--- src/rtl/mem_bus_interface.sv ---
// mem_bus_interface
// Multiplexed external-memory bus master for the 8-bit CPU. One read or write
// is accepted at a time. It runs on the shared 8-bit pin bus as address-low,
// address-high and data phases, and stalls the core with busy until the access
// completes.
//
// Optional feature: define MEM_BUS_ADDR_CACHE_EN to remember the last high
// address byte driven on the bus. An access whose high byte matches the cached
// byte skips the ADDR_HI phase.
//
// Every pin-side output is a flop. The output decoder works from the *next*
// state, so each pin takes its phase value on the same edge that enters the
// phase.

module mem_bus_interface #(
  parameter int ADDR_WIDTH  = 16,
  parameter int DATA_WIDTH  = 8,
  parameter int WAIT_CYCLES = 1
) (
  input  logic                  clk,
  input  logic                  reset,
  input  logic                  readReq,
  input  logic                  writeReq,
  input  logic [ADDR_WIDTH-1:0] addr,
  input  logic [DATA_WIDTH-1:0] wdata,
  output logic [DATA_WIDTH-1:0] rdata,
  output logic                  busy,
  output logic                  done,
  input  logic [DATA_WIDTH-1:0] busIn,
  output logic [DATA_WIDTH-1:0] busOut,
  output logic                  busOe,
  output logic                  aleLo,
  output logic                  aleHi,
  output logic                  memWeN,
  output logic                  memOeN
);

  typedef enum logic [2:0] {
    IDLE    = 3'd0,
    ADDR_LO = 3'd1,
    ADDR_HI = 3'd2,
    DATA    = 3'd3,
    DONE    = 3'd4
  } stateT;

  // Load value for the data-phase down-counter (legal WAIT_CYCLES is 0..7).
  localparam logic [2:0] WAIT_LOAD = 3'(WAIT_CYCLES);

  stateT                 state;
  stateT                 nextState;
  logic [2:0]            cnt;
  logic [2:0]            cntNxt;

  // Request context captured at the accept edge.
  logic [7:0]            addrHiQ;
  logic [DATA_WIDTH-1:0] wdataQ;
  logic                  isWriteQ;

  // Registered-output next values.
  logic [DATA_WIDTH-1:0] busOutNxt;
  logic                  busOeNxt;
  logic                  aleLoNxt;
  logic                  aleHiNxt;
  logic                  memWeNNxt;
  logic                  memOeNNxt;
  logic                  busyNxt;
  logic                  doneNxt;

  logic                  accept;
  logic                  lastData;
  logic                  skipHi;

  assign accept   = (state == IDLE) && (readReq || writeReq);
  assign lastData = (state == DATA) && (cnt == 3'd0);

`ifdef MEM_BUS_ADDR_CACHE_EN
  logic [7:0] hiCache;
  logic       hiValid;
  logic       hitQ;

  // High-byte cache: filled when an ADDR_HI phase completes. The hit decision
  // is taken at accept time against the incoming address.
  always_ff @(posedge clk or posedge reset) begin
    if (reset) begin
      hiCache <= 8'h00;
      hiValid <= 1'b0;
      hitQ    <= 1'b0;
    end else begin
      if (accept) begin
        hitQ <= hiValid && (addr[15:8] == hiCache);
      end
      if (state == ADDR_HI) begin
        hiCache <= addrHiQ;
        hiValid <= 1'b1;
      end
    end
  end

  assign skipHi = hitQ;
`else
  assign skipHi = 1'b0;
`endif

  // State register and data-phase counter.
  // NOTE: sequential state uses non-blocking (<=) so that every flop samples
  // pre-edge values; blocking here would create order-dependent simulation.
  always_ff @(posedge clk or posedge reset) begin
    if (reset) begin
      state <= IDLE;
      cnt   <= 3'd0;
    end else begin
      state <= nextState;
      cnt   <= cntNxt;
    end
  end

  // Next-state logic and counter load/decrement.
  // NOTE: every signal assigned in always_comb gets a default first, so no
  // path leaves it unassigned and no latch is inferred.
  always_comb begin
    nextState = state;
    cntNxt    = cnt;
    unique case (state)
      IDLE:    if (accept) nextState = ADDR_LO;
      ADDR_LO: nextState = skipHi ? DATA : ADDR_HI;
      ADDR_HI: nextState = DATA;
      DATA:    if (cnt == 3'd0) nextState = DONE;
      DONE:    nextState = IDLE;
      default: nextState = IDLE;
    endcase
    if (nextState == DATA && state != DATA) begin
      cntNxt = WAIT_LOAD;
    end else if (state == DATA && cnt != 3'd0) begin
      cntNxt = cnt - 3'd1;
    end
  end

  // Output decode from the next state. ADDR_LO is entered only from the
  // accept edge, so it drives the live address input. Later phases use the
  // latched context.
  always_comb begin
    busOutNxt = '0;
    busOeNxt  = 1'b0;
    aleLoNxt  = 1'b0;
    aleHiNxt  = 1'b0;
    memWeNNxt = 1'b1;
    memOeNNxt = 1'b1;
    busyNxt   = (nextState != IDLE);
    doneNxt   = (nextState == DONE);
    unique case (nextState)
      ADDR_LO: begin
        busOutNxt = addr[7:0];
        busOeNxt  = 1'b1;
        aleLoNxt  = 1'b1;
      end
      ADDR_HI: begin
        busOutNxt = addrHiQ;
        busOeNxt  = 1'b1;
        aleHiNxt  = 1'b1;
      end
      DATA: begin
        if (isWriteQ) begin
          busOutNxt = wdataQ;
          busOeNxt  = 1'b1;
          memWeNNxt = 1'b0;
        end else begin
          memOeNNxt = 1'b0;
        end
      end
      default: ;
    endcase
  end

  // Request capture at accept. When both requests are high, the write wins.
  // NOTE: the context registers are reset too. They are only a few flops, and
  // a known value after reset keeps the bus deterministic.
  always_ff @(posedge clk or posedge reset) begin
    if (reset) begin
      addrHiQ  <= 8'h00;
      wdataQ   <= '0;
      isWriteQ <= 1'b0;
    end else if (accept) begin
      addrHiQ  <= addr[15:8];
      wdataQ   <= wdata;
      isWriteQ <= writeReq;
    end
  end

  // Pin-side and core-side output registers.
  always_ff @(posedge clk or posedge reset) begin
    if (reset) begin
      busOut <= '0;
      busOe  <= 1'b0;
      aleLo  <= 1'b0;
      aleHi  <= 1'b0;
      memWeN <= 1'b1;
      memOeN <= 1'b1;
      busy   <= 1'b0;
      done   <= 1'b0;
    end else begin
      busOut <= busOutNxt;
      busOe  <= busOeNxt;
      aleLo  <= aleLoNxt;
      aleHi  <= aleHiNxt;
      memWeN <= memWeNNxt;
      memOeN <= memOeNNxt;
      busy   <= busyNxt;
      done   <= doneNxt;
    end
  end

  // Read data sampled from the pins at the edge that ends the last read DATA
  // cycle. It is held through writes.
  always_ff @(posedge clk or posedge reset) begin
    if (reset) begin
      rdata <= '0;
    end else if (lastData && !isWriteQ) begin
      rdata <= busIn;
    end
  end

endmodule

--- config.mk ---
export PLATFORM = sky130hd
export DESIGN_NAME = mem_bus_interface
export DESIGN_NICKNAME = d
export VERILOG_FILES = /design/src/rtl/mem_bus_interface.sv
export SDC_FILE = /design/constraint.sdc
export NUM_CORES = 1
export LEC_CHECK = 0
export ABC_CLOCK_PERIOD_IN_PS = 3100
export BUFFER_PORTS_ARGS = -buffer_cell sky130_fd_sc_hd__buf_2
export CORE_AREA = 2 2 103 55
export DETAILED_ROUTE_END_ITERATION = 10
export DIE_AREA = 0 0 105 57
export HOLD_SLACK_MARGIN = 0.02
export PLACE_DENSITY = 0.65
export RECOVER_POWER = 25
export SLEW_MARGIN = 20
export SYNTH_ARGS = -nofsm -noshare
export SYNTH_HDL_FRONTEND = slang
export SYNTH_SLANG_ARGS = --single-unit
--- constraint.sdc ---
create_clock -name clk -period 3.1 [get_ports clk]
set_clock_uncertainty 0.1 [all_clocks]
set_input_delay 0 -clock clk [delete_from_list [all_inputs] [get_ports clk]]
set_output_delay 0 -clock clk [all_outputs]
set_load 0.02 [all_outputs]
Word-level counts from Yosys, hierarchy flattened. Index checks and enable logic that the tools add are counted.

Register bits: 46. Logic and storage cells: 50. Bits of input ports: 36.

Equal/unequal tests: 8. Reduce and logical (&&, ||, !) cells: 13. Add/subtract/negate cells: 1. Mux-type cells: 14.

Operator list (number): 8-bit case mux with 3 select lines (1); 3-bit by 2-bit == test with 1-bit output, second input constant (4); 3-bit two-way mux (4); 3-bit case mux with 4 select lines (1); 8-bit two-way mux (1); 3-bit by 1-bit == test with 1-bit output, second input constant (2); 3-bit zero test (2); 1-bit two-way mux (6); 3-bit nonzero test (2); 1-bit logical AND (5); 3-bit == test, second input constant (1); 3-bit by 2-bit != test with 1-bit output, second input constant (1); 3-bit by 1-bit subtractor with 3-bit output, second input constant (1); 1-bit case mux with 2 select lines (1); 2-bit nonzero test (1); 2-bit OR reduction (1); 1-bit zero test (1); 1-bit logical OR (1).

Depth between registers and ports, before layout. Gate-level depths: netlist (run 1).

Word-level depth: 7. Gate-level depth with buffers: 6. Depth with buffers taken out: 5.

Least setup slack after synthesis (run 1). OpenSTA, ideal clock, no wires.

Path type: reg-to-reg. From: register cnt[0]. To: register rdata[0]. Cell stages (with the launch flop): 7. Arrival time: 1.501 ns. Clock period less this slack: 1.726 ns. Required time: 2.875 ns. Slack: 1.374 ns. Cell sequence: dfrtp_1 inv_1 ha_1 nand3b_4 or3_1 buf_6 mux2_2.

Longest elaborated chain between the ends: 3.

RTL lines: start: declaration (RTL line 51) `logic [2:0] cnt;`; start signal: assignment (RTL line 113) `cnt <= cntNxt;`; 3-bit zero test (RTL line 74) `assign lastData = (state == DATA) && (cnt == 3'd0);`; 1-bit logical AND (RTL line 74); 1-bit logical AND (RTL line 217) `end else if (lastData && !isWriteQ) begin`; end signal: assignment (RTL line 218) `rdata <= busIn;`; end: declaration (RTL line 26) `output logic [DATA_WIDTH-1:0] rdata,`.

Every way passes these cells. A chain may end at the register's enable or synchronous reset.

Worst setup path after layout (run 1).
From: register cnt[0]. To: register rdata[7].

The elaborated chain is that of the path after synthesis.

==> flow_results.xml, run 1 <==
<?xml version="1.0" encoding="UTF-8"?>
<metrics>
  <group name="setup_path">
    <metric name="timing.rr.start" unit="">cnt[0]</metric>
    <metric name="required" unit="ns">3.19</metric>
    <metric name="cp-start-kind" unit="">register</metric>
    <metric name="critPathCaptureType" unit="">register</metric>
    <metric name="timing.critical_path.fanout_max" unit="">8</metric>
    <metric name="cp-startpoint" unit="">cnt[0]</metric>
    <metric name="critical_path.reg2reg.endpoint" unit="">rdata[7]</metric>
    <metric name="critPathKind" unit="">register to register</metric>
    <metric name="rrSetupSlack" unit="ns">1.15</metric>
    <metric name="timing.reg2reg.worst_path_depth" unit="">5</metric>
    <metric name="critPathCapture" unit="">rdata[7]</metric>
    <metric name="crit_arrival" unit="ns">2.03</metric>
  </group>
  <group name="grt">
    <metric name="first_global_vias" unit="">1292</metric>
    <metric name="globalRouteOverflowTotal" unit="">0</metric>
    <metric name="grt_max_degree" unit="">47</metric>
    <metric name="grt_antenna_before_repair" unit="">0</metric>
    <metric name="wire_length_of_the_first_global_routing_pass" unit="mm">6.451</metric>
    <metric name="grt_use_total" unit="">0.1421</metric>
  </group>
  <group name="timing">
    <metric name="post-route-min-period" unit="ns">1.948</metric>
    <metric name="drv_slew" unit="">47</metric>
    <metric name="final_hold_viol_count" unit="">0</metric>
    <metric name="layout_worst_path_cycle_share" unit="">0.6283</metric>
    <metric name="rsz_0062_raised_after_global_routing" unit="">no</metric>
    <metric name="max_slew_margin" unit="">-0.1304</metric>
    <metric name="max_slew.worst_pin.slew" unit="ns">1.694</metric>
    <metric name="fin_setup_tns" unit="ns">0</metric>
    <metric name="fmax" unit="MHz">513.5</metric>
    <metric name="setup_viol" unit="">0</metric>
  </group>
  <group name="synth">
    <metric name="synth_compound_gate_area_share" unit="">0.06125</metric>
    <metric name="postSynthAreaPerCell" unit="µm²">14.31</metric>
    <metric name="post_synth_mux_area_share" unit="">0.1604</metric>
    <metric name="synth_top_family_by_area" unit="">multiplexers</metric>
    <metric name="synth-seq-cells" unit="">46</metric>
    <metric name="yosysWarnings" unit="">0</metric>
    <metric name="synth-seq-area-share" unit="">0.6345</metric>
    <metric name="ys_types" unit="">26</metric>
    <metric name="yosys.area_share.simple" unit="">0.1012</metric>
    <metric name="mappedNetlistNets" unit="">165</metric>
    <metric name="synth_xor_xnor_area_share" unit="">0</metric>
    <metric name="synth.cell_area" unit="µm²">1818</metric>
    <metric name="syn-instance-count" unit="">127</metric>
    <metric name="synth_fa_ha_area_frac" unit="">0.01376</metric>
  </group>
  <group name="clock_network">
    <metric name="clkSinkCount" unit="">46</metric>
    <metric name="cts-root-to-sink-buffers" unit="">2</metric>
    <metric name="htree_levels" unit="">2</metric>
    <metric name="worstSkewPairLatency" unit="ns">0.29</metric>
    <metric name="clk_root_buffer_cell" unit="">clkbuf_8</metric>
    <metric name="worst_setup_hold_path_clk_slew" unit="ns">0.09</metric>
    <metric name="cts_post_setup_buffers_inserted" unit="">0</metric>
    <metric name="cts_tree" unit="">done</metric>
    <metric name="cts_inserted_buffers" unit="">5</metric>
  </group>
  <group name="floorplanning">
    <metric name="initial_core_util" unit="">0.3508</metric>
    <metric name="design.die.area" unit="µm²">5985</metric>
    <metric name="die_width" unit="µm">105</metric>
    <metric name="die_h" unit="µm">57</metric>
    <metric name="rows" unit="">19</metric>
    <metric name="core-area" unit="µm²">5182</metric>
    <metric name="design.portCount" unit="">59</metric>
  </group>
  <group name="run">
    <metric name="number_of_maximum_capacitance_constraint_violations" unit="">1</metric>
  </group>
  <group name="layout">
    <metric name="postLayoutCoreUtil" unit="">0.4981</metric>
    <metric name="final_common_cell" unit="">dfrtp_1</metric>
    <metric name="multiInputGateArea" unit="µm²">605.6</metric>
    <metric name="nNetsFinal" unit="">260</metric>
    <metric name="final.fill_count" unit="">468</metric>
    <metric name="layout.cells.most_common_list" unit="">44 x dfrtp_1, 35 x buf_2, 34 x dlygate4sd3_1, 25 x mux2_2, 23 x clkbuf_1</metric>
    <metric name="area_growth_syn_to_layout" unit="%">41.98</metric>
    <metric name="final-seq-area" unit="µm²">1154</metric>
    <metric name="post_route_cells_drive_above_1_share" unit="">0.3453</metric>
    <metric name="diodes" unit="">0</metric>
  </group>
  <group name="route">
    <metric name="routed_wire_length_per_instance" unit="µm">13.77</metric>
    <metric name="first_pass_iters" unit="">4</metric>
    <metric name="routed_via_density" unit="">4.507</metric>
    <metric name="final_antenna_net_count" unit="">0</metric>
    <metric name="drc" unit="">0</metric>
    <metric name="wire_length_after_detailed_routing" unit="mm">4.075</metric>
    <metric name="routed-via-count" unit="">1334</metric>
    <metric name="detailedRoute.firstIterationViolations" unit="">28</metric>
  </group>
  <group name="min_path">
    <metric name="min-delay-path-class" unit="">input port to register</metric>
  </group>
  <group name="power_and_ir_drop">
    <metric name="ir_drop" unit="mV">0.3310</metric>
    <metric name="power.leakage" unit="nW">1.196</metric>
    <metric name="p_per_area" unit="nW/µm²">928.7</metric>
  </group>
  <group name="placed_design">
    <metric name="buffer_ports.inserted" unit="">58</metric>
    <metric name="dp_hpwl" unit="mm">2.627</metric>
    <metric name="gp_congestion" unit="">0.8025</metric>
  </group>
  <group name="run_status">
    <metric name="violations_in_the_final_reports" unit="">capacitance limit, slew limit</metric>
    <metric name="status" unit="">finished with violations</metric>
  </group>
</metrics>
==> kinds of logic after synthesis <==
family,after synthesis
AO/OA/AOI/OAI,13
adder cells (fa/ha/maj),2
buffers and inverters,11
flip-flops,46
multiplexers,26
AND/OR/NAND/NOR,29
==> power by group <==
part	internal, W	switching (W)	leakage [nW]	total (W)
clock network	0.000179	0.000202	0.0472	0.000381
logic	0.000448	0.000513	0.595	0.000961
registers	0.000892	0.000163	0.554	0.00106
total	0.00152	0.000877	1.20	0.00240
==> worst max-delay path: stages (launching register included) <==
cell and delay [ns]:
dfrtp_1 0.39, inv_1 0.08, ha_1 0.18, nand3b_1 0.18, or3_1 0.57, mux2_2 0.33
==> per-stage QoR <==
step / setup WS (ns) / hold slack, ns / total power [W] / instance area, µm² / cells
2_1_floorplan: 1.374 / 0.04604 / 0.001753 / 1818 / 127
3_3_place_gp: 1.234 / 0.1320 / 0.002030 / 2187 / 254
3_5_place_dp: 1.189 / 0.1352 / 0.002047 / 2187 / 254
4_1_cts: 1.185 / 0.2013 / 0.002460 / 2623 / 296
5_1_grt: 0.8503 / 0.2413 / 0.002569 / 2581 / 296
6_report: 1.152 / 0.2265 / 0.002397 / 2581 / 296
==> worst min-delay path by stage <==
| stage | cells after the start | slack (ns) | to | startpoint |
|---|---|---|---|---|
| after floorplan | 1 | 0.05 | busOut[4] | addr[4] |
| after global placement | 2 | 0.13 | busOut[5] | addr[5] |
| after detailed placement | 2 | 0.14 | rdata[4] | busIn[4] |
| after CTS | 4 | 0.20 | aleLo | readReq |
| after global routing | 4 | 0.24 | aleLo | readReq |
| final | 4 | 0.23 | aleLo | readReq |
==> sequential cells by signal (all words and copies together), names as in the netlist <==
signal,flops
addrHiQ,8
aleHi,1
aleLo,1
busOe,1
busOut,8
busy,1
cnt,3
done,1
isWriteQ,1
memOeN,1
memWeN,1
rdata,8
state,3
wdataQ,8
==> cell type report <==
cell class,count,area share
multi-input cells,70,0.2346
clock buffers,6,0.03199
inverters,5,0.007271
well taps,73,0.03539
clock inverters,2,0.004847
repair buffers,94,0.2390
flip-flops and latches,46,0.4469
==> routing by layer <==
metal / vias up / wire, µm / track usage
li1: 641 / - / -
met1: 640 / 2090 / 0.2167
met2: 44 / 1678 / 0.1948
met3: 9 / 246 / 0.04343
met4: 0 / 59 / 0.04000
met5: - / 0 / 0
==> synth_stat cells, drive strengths merged <==
cell	count	area share
a221o	8	0.044
inv	5	0.010
mux2	25	0.15
nand3b	2	0.015
nor4	1	0.0034
nand2b	2	0.0069
a21o	1	0.0041
mux2i	1	0.0055
buf	4	0.014
ha	2	0.014
clkbuf	2	0.0041
and3	9	0.032
dfstp	2	0.029
or2	1	0.0034
and2	1	0.0041
nand2	1	0.0021
or3	3	0.010
dfrtp	44	0.61
nor2b	3	0.010
o21ai	3	0.0083
o41ai	1	0.0048
nor2	5	0.010
nor3	1	0.0028
==> timing repair <==
| action | CTS | global route |
|---|---|---|
| hold endpoints to repair | 77 | 0 |
| hold buffers | 34 | 0 |
| resized for setup | 0 | 0 |
No activity file was read; power rests on OpenSTA's default activity.
==> inputs of run 2 (changes only) <==
Settings changed: ABC_CLOCK_PERIOD_IN_PS 3100 to 1800.
Clock period 3.1 ns to 1.8 ns, I/O delays scaled along.
==> flow_results.xml, run 2 (same netlist as run 1, synthesis figures left out) <==
<?xml version="1.0" encoding="UTF-8"?>
<metrics>
  <group name="min_path">
    <metric name="worstHoldEndpoint" unit="">aleLo</metric>
    <metric name="min-delay-path-class" unit="">input port to register</metric>
    <metric name="hold-path-cell-count" unit="">4</metric>
    <metric name="hp-start" unit="">readReq</metric>
  </group>
  <group name="power_and_ir_drop">
    <metric name="p_clk_frac" unit="">0.172</metric>
    <metric name="seq_power_share" unit="">0.409</metric>
    <metric name="ir_drop" unit="mV">0.5452</metric>
    <metric name="power.net_switching" unit="W">0.001501</metric>
    <metric name="power_report.internal_total" unit="W">0.002927</metric>
    <metric name="p_per_area" unit="nW/µm²">1634</metric>
    <metric name="power.share.switching" unit="">0.3389</metric>
    <metric name="comb_power_share" unit="">0.419</metric>
    <metric name="power.leakage" unit="nW">1.312</metric>
  </group>
  <group name="timing">
    <metric name="final_hold_viol_count" unit="">0</metric>
    <metric name="fin_setup_tns" unit="ns">0</metric>
    <metric name="max_slew_margin" unit="">0.4051</metric>
    <metric name="setup_viol" unit="">0</metric>
    <metric name="max_slew.worst_pin.slew" unit="ns">0.8913</metric>
    <metric name="rsz_0062_raised_after_global_routing" unit="">no</metric>
    <metric name="drv_slew" unit="">0</metric>
    <metric name="worst_hold_slack" unit="ns">0.2090</metric>
    <metric name="fmax" unit="MHz">584.8</metric>
    <metric name="layout_worst_path_cycle_share" unit="">0.9499</metric>
    <metric name="post-route-min-period" unit="ns">1.710</metric>
  </group>
  <group name="placed_design">
    <metric name="gp_congestion" unit="">0.7176</metric>
    <metric name="dp_hpwl" unit="mm">2.856</metric>
    <metric name="detailed_place.area" unit="µm²">2247</metric>
    <metric name="buffer_ports.inserted" unit="">58</metric>
  </group>
  <group name="setup_path">
    <metric name="timing.critical_path.fanout_max" unit="">8</metric>
    <metric name="crit_arrival" unit="ns">1.79</metric>
    <metric name="timing.rr.start" unit="">cnt[0]</metric>
    <metric name="cp-start-kind" unit="">register</metric>
    <metric name="required" unit="ns">1.88</metric>
    <metric name="critPathCaptureType" unit="">register</metric>
    <metric name="critical_path.reg2reg.endpoint" unit="">rdata[6]</metric>
    <metric name="timing.reg2reg.worst_path_depth" unit="">5</metric>
    <metric name="critPathKind" unit="">register to register</metric>
    <metric name="rrSetupSlack" unit="ns">0.09</metric>
  </group>
  <group name="route">
    <metric name="first_pass_iters" unit="">4</metric>
    <metric name="routed_wire_length_per_instance" unit="µm">13.24</metric>
    <metric name="final_antenna_net_count" unit="">0</metric>
    <metric name="drc" unit="">0</metric>
    <metric name="detailedRoute.firstIterationViolations" unit="">51</metric>
    <metric name="routed_via_density" unit="">4.332</metric>
    <metric name="wire_length_after_detailed_routing" unit="mm">4.026</metric>
    <metric name="routed-via-count" unit="">1317</metric>
  </group>
  <group name="layout">
    <metric name="area_growth_syn_to_layout" unit="%">49.00</metric>
    <metric name="final_common_cell" unit="">buf_2</metric>
    <metric name="post_route_cells_drive_above_1_share" unit="">0.4545</metric>
    <metric name="multiInputGateArea" unit="µm²">629.4</metric>
    <metric name="nNetsFinal" unit="">268</metric>
    <metric name="diodes" unit="">0</metric>
    <metric name="final-seq-area" unit="µm²">1154</metric>
    <metric name="layout.cells.most_common_list" unit="">53 x buf_2, 44 x dfrtp_1, 34 x dlygate4sd3_1, 25 x mux2_2, 10 x buf_4</metric>
    <metric name="final.fill_count" unit="">477</metric>
    <metric name="post_route_design_area" unit="µm²">2709</metric>
  </group>
  <group name="clock_network">
    <metric name="htree_levels" unit="">2</metric>
    <metric name="clkSinkCount" unit="">46</metric>
    <metric name="worst_setup_hold_path_clk_slew" unit="ns">0.08</metric>
    <metric name="cts_inserted_buffers" unit="">5</metric>
    <metric name="cts-root-to-sink-buffers" unit="">2</metric>
    <metric name="cts_tree" unit="">done</metric>
    <metric name="clk_root_buffer_cell" unit="">clkbuf_8</metric>
    <metric name="worstSkewPairLatency" unit="ns">0.29</metric>
  </group>
  <group name="floorplanning">
    <metric name="die_h" unit="µm">57</metric>
    <metric name="core-area" unit="µm²">5182</metric>
    <metric name="rows" unit="">19</metric>
    <metric name="design.portCount" unit="">59</metric>
    <metric name="initial_core_util" unit="">0.3508</metric>
    <metric name="design.die.area" unit="µm²">5985</metric>
    <metric name="die_width" unit="µm">105</metric>
  </group>
  <group name="run_status">
    <metric name="status" unit="">complete, no violations</metric>
  </group>
  <group name="grt">
    <metric name="grt_antenna_before_repair" unit="">0</metric>
    <metric name="grt_max_degree" unit="">26</metric>
    <metric name="wire_length_of_the_first_global_routing_pass" unit="mm">6.506</metric>
    <metric name="globalRouteOverflowTotal" unit="">0</metric>
    <metric name="grt_use_total" unit="">0.1438</metric>
    <metric name="first_global_vias" unit="">1313</metric>
  </group>
  <group name="run">
    <metric name="number_of_maximum_capacitance_constraint_violations" unit="">0</metric>
  </group>
</metrics>
==> run 2: cell count changes in the layout (fill, tap and decap cells not counted), sizes merged <==
cell	change
clkinv	-1
buf	+26
clkbuf	-17
bufinv	+1
clkinvlp	-1
==> run 2: final cells by class <==
| cell class | instances | share of cell area |
|---|---|---|
| clock buffers | 7 | 0.03187 |
| clock inverters | 1 | 0.01109 |
| inverters | 5 | 0.006928 |
| multi-input cells | 70 | 0.2323 |
| flip-flops and latches | 46 | 0.4259 |
| well taps | 73 | 0.03372 |
| repair buffers | 102 | 0.2582 |
==> run 2: what timing repair did <==
item                                    in CTS  in global routing
resized for setup                            1                  2
endpoints found under the hold margin       56                  0
setup buffers                                0                  0
hold buffers                                34                  0
gates cloned                                 0                  0
endpoints found under the setup margin       8                 12
==> run 2: worst max-delay path, stage by stage (launching register included) <==
cell and delay [ns]:
dfrtp_1 0.39, inv_1 0.08, ha_2 0.22, nand3b_4 0.08
or3_4 0.44, mux2_2 0.29
==> run 2: layer usage <==
| metal | vias up | GRT usage | routed length [µm] |
|---|---|---|---|
| met5 | - | 0 | 0 |
| met4 | 0 | 0.02857 | 19 |
| met3 | 3 | 0.04343 | 189 |
| met2 | 35 | 0.2078 | 1658 |
| met1 | 619 | 0.2162 | 2159 |
| li1 | 660 | - | - |
==> run 2: how the worst max path moves through the flow <==
stage / start / cells past startpoint / slack, ns / endpoint
CTS: cnt[0] / 6 / 0.01 / busOe
detailed placement: cnt[0] / 5 / -0.06 / rdata[6]
global placement: cnt[0] / 5 / 0.002 / rdata[3]
global route: cnt[1] / 5 / 0.01 / rdata[6]
finish: cnt[0] / 5 / 0.09 / rdata[6]
floorplan: cnt[0] / 6 / 0.07 / rdata[0]
==> run 2: power groups by stage <==
stage	Sequential, W	Combinational (W)	Clock [W]
3_5_place_dp	0.00183	0.00181	0
5_1_grt	0.00188	0.00203	0.000823
3_3_place_gp	0.00182	0.00178	0
2_1_floorplan	0.00204	0.000983	0
6_report	0.00181	0.00186	0.000762
4_1_cts	0.00181	0.00188	0.000789
==> run 2: stage by stage <==
step,util,std cells,setup WS (ns),total power [W]
6_report,0.5227,304,0.09015,0.004428
5_1_grt,0.5227,304,0.01021,0.004732
4_1_cts,0.5227,304,0.01420,0.004474
3_5_place_dp,0.4336,262,-0.06143,0.003640
3_3_place_gp,0.4336,262,0.001526,0.003594
2_1_floorplan,-,127,0.07416,0.003019
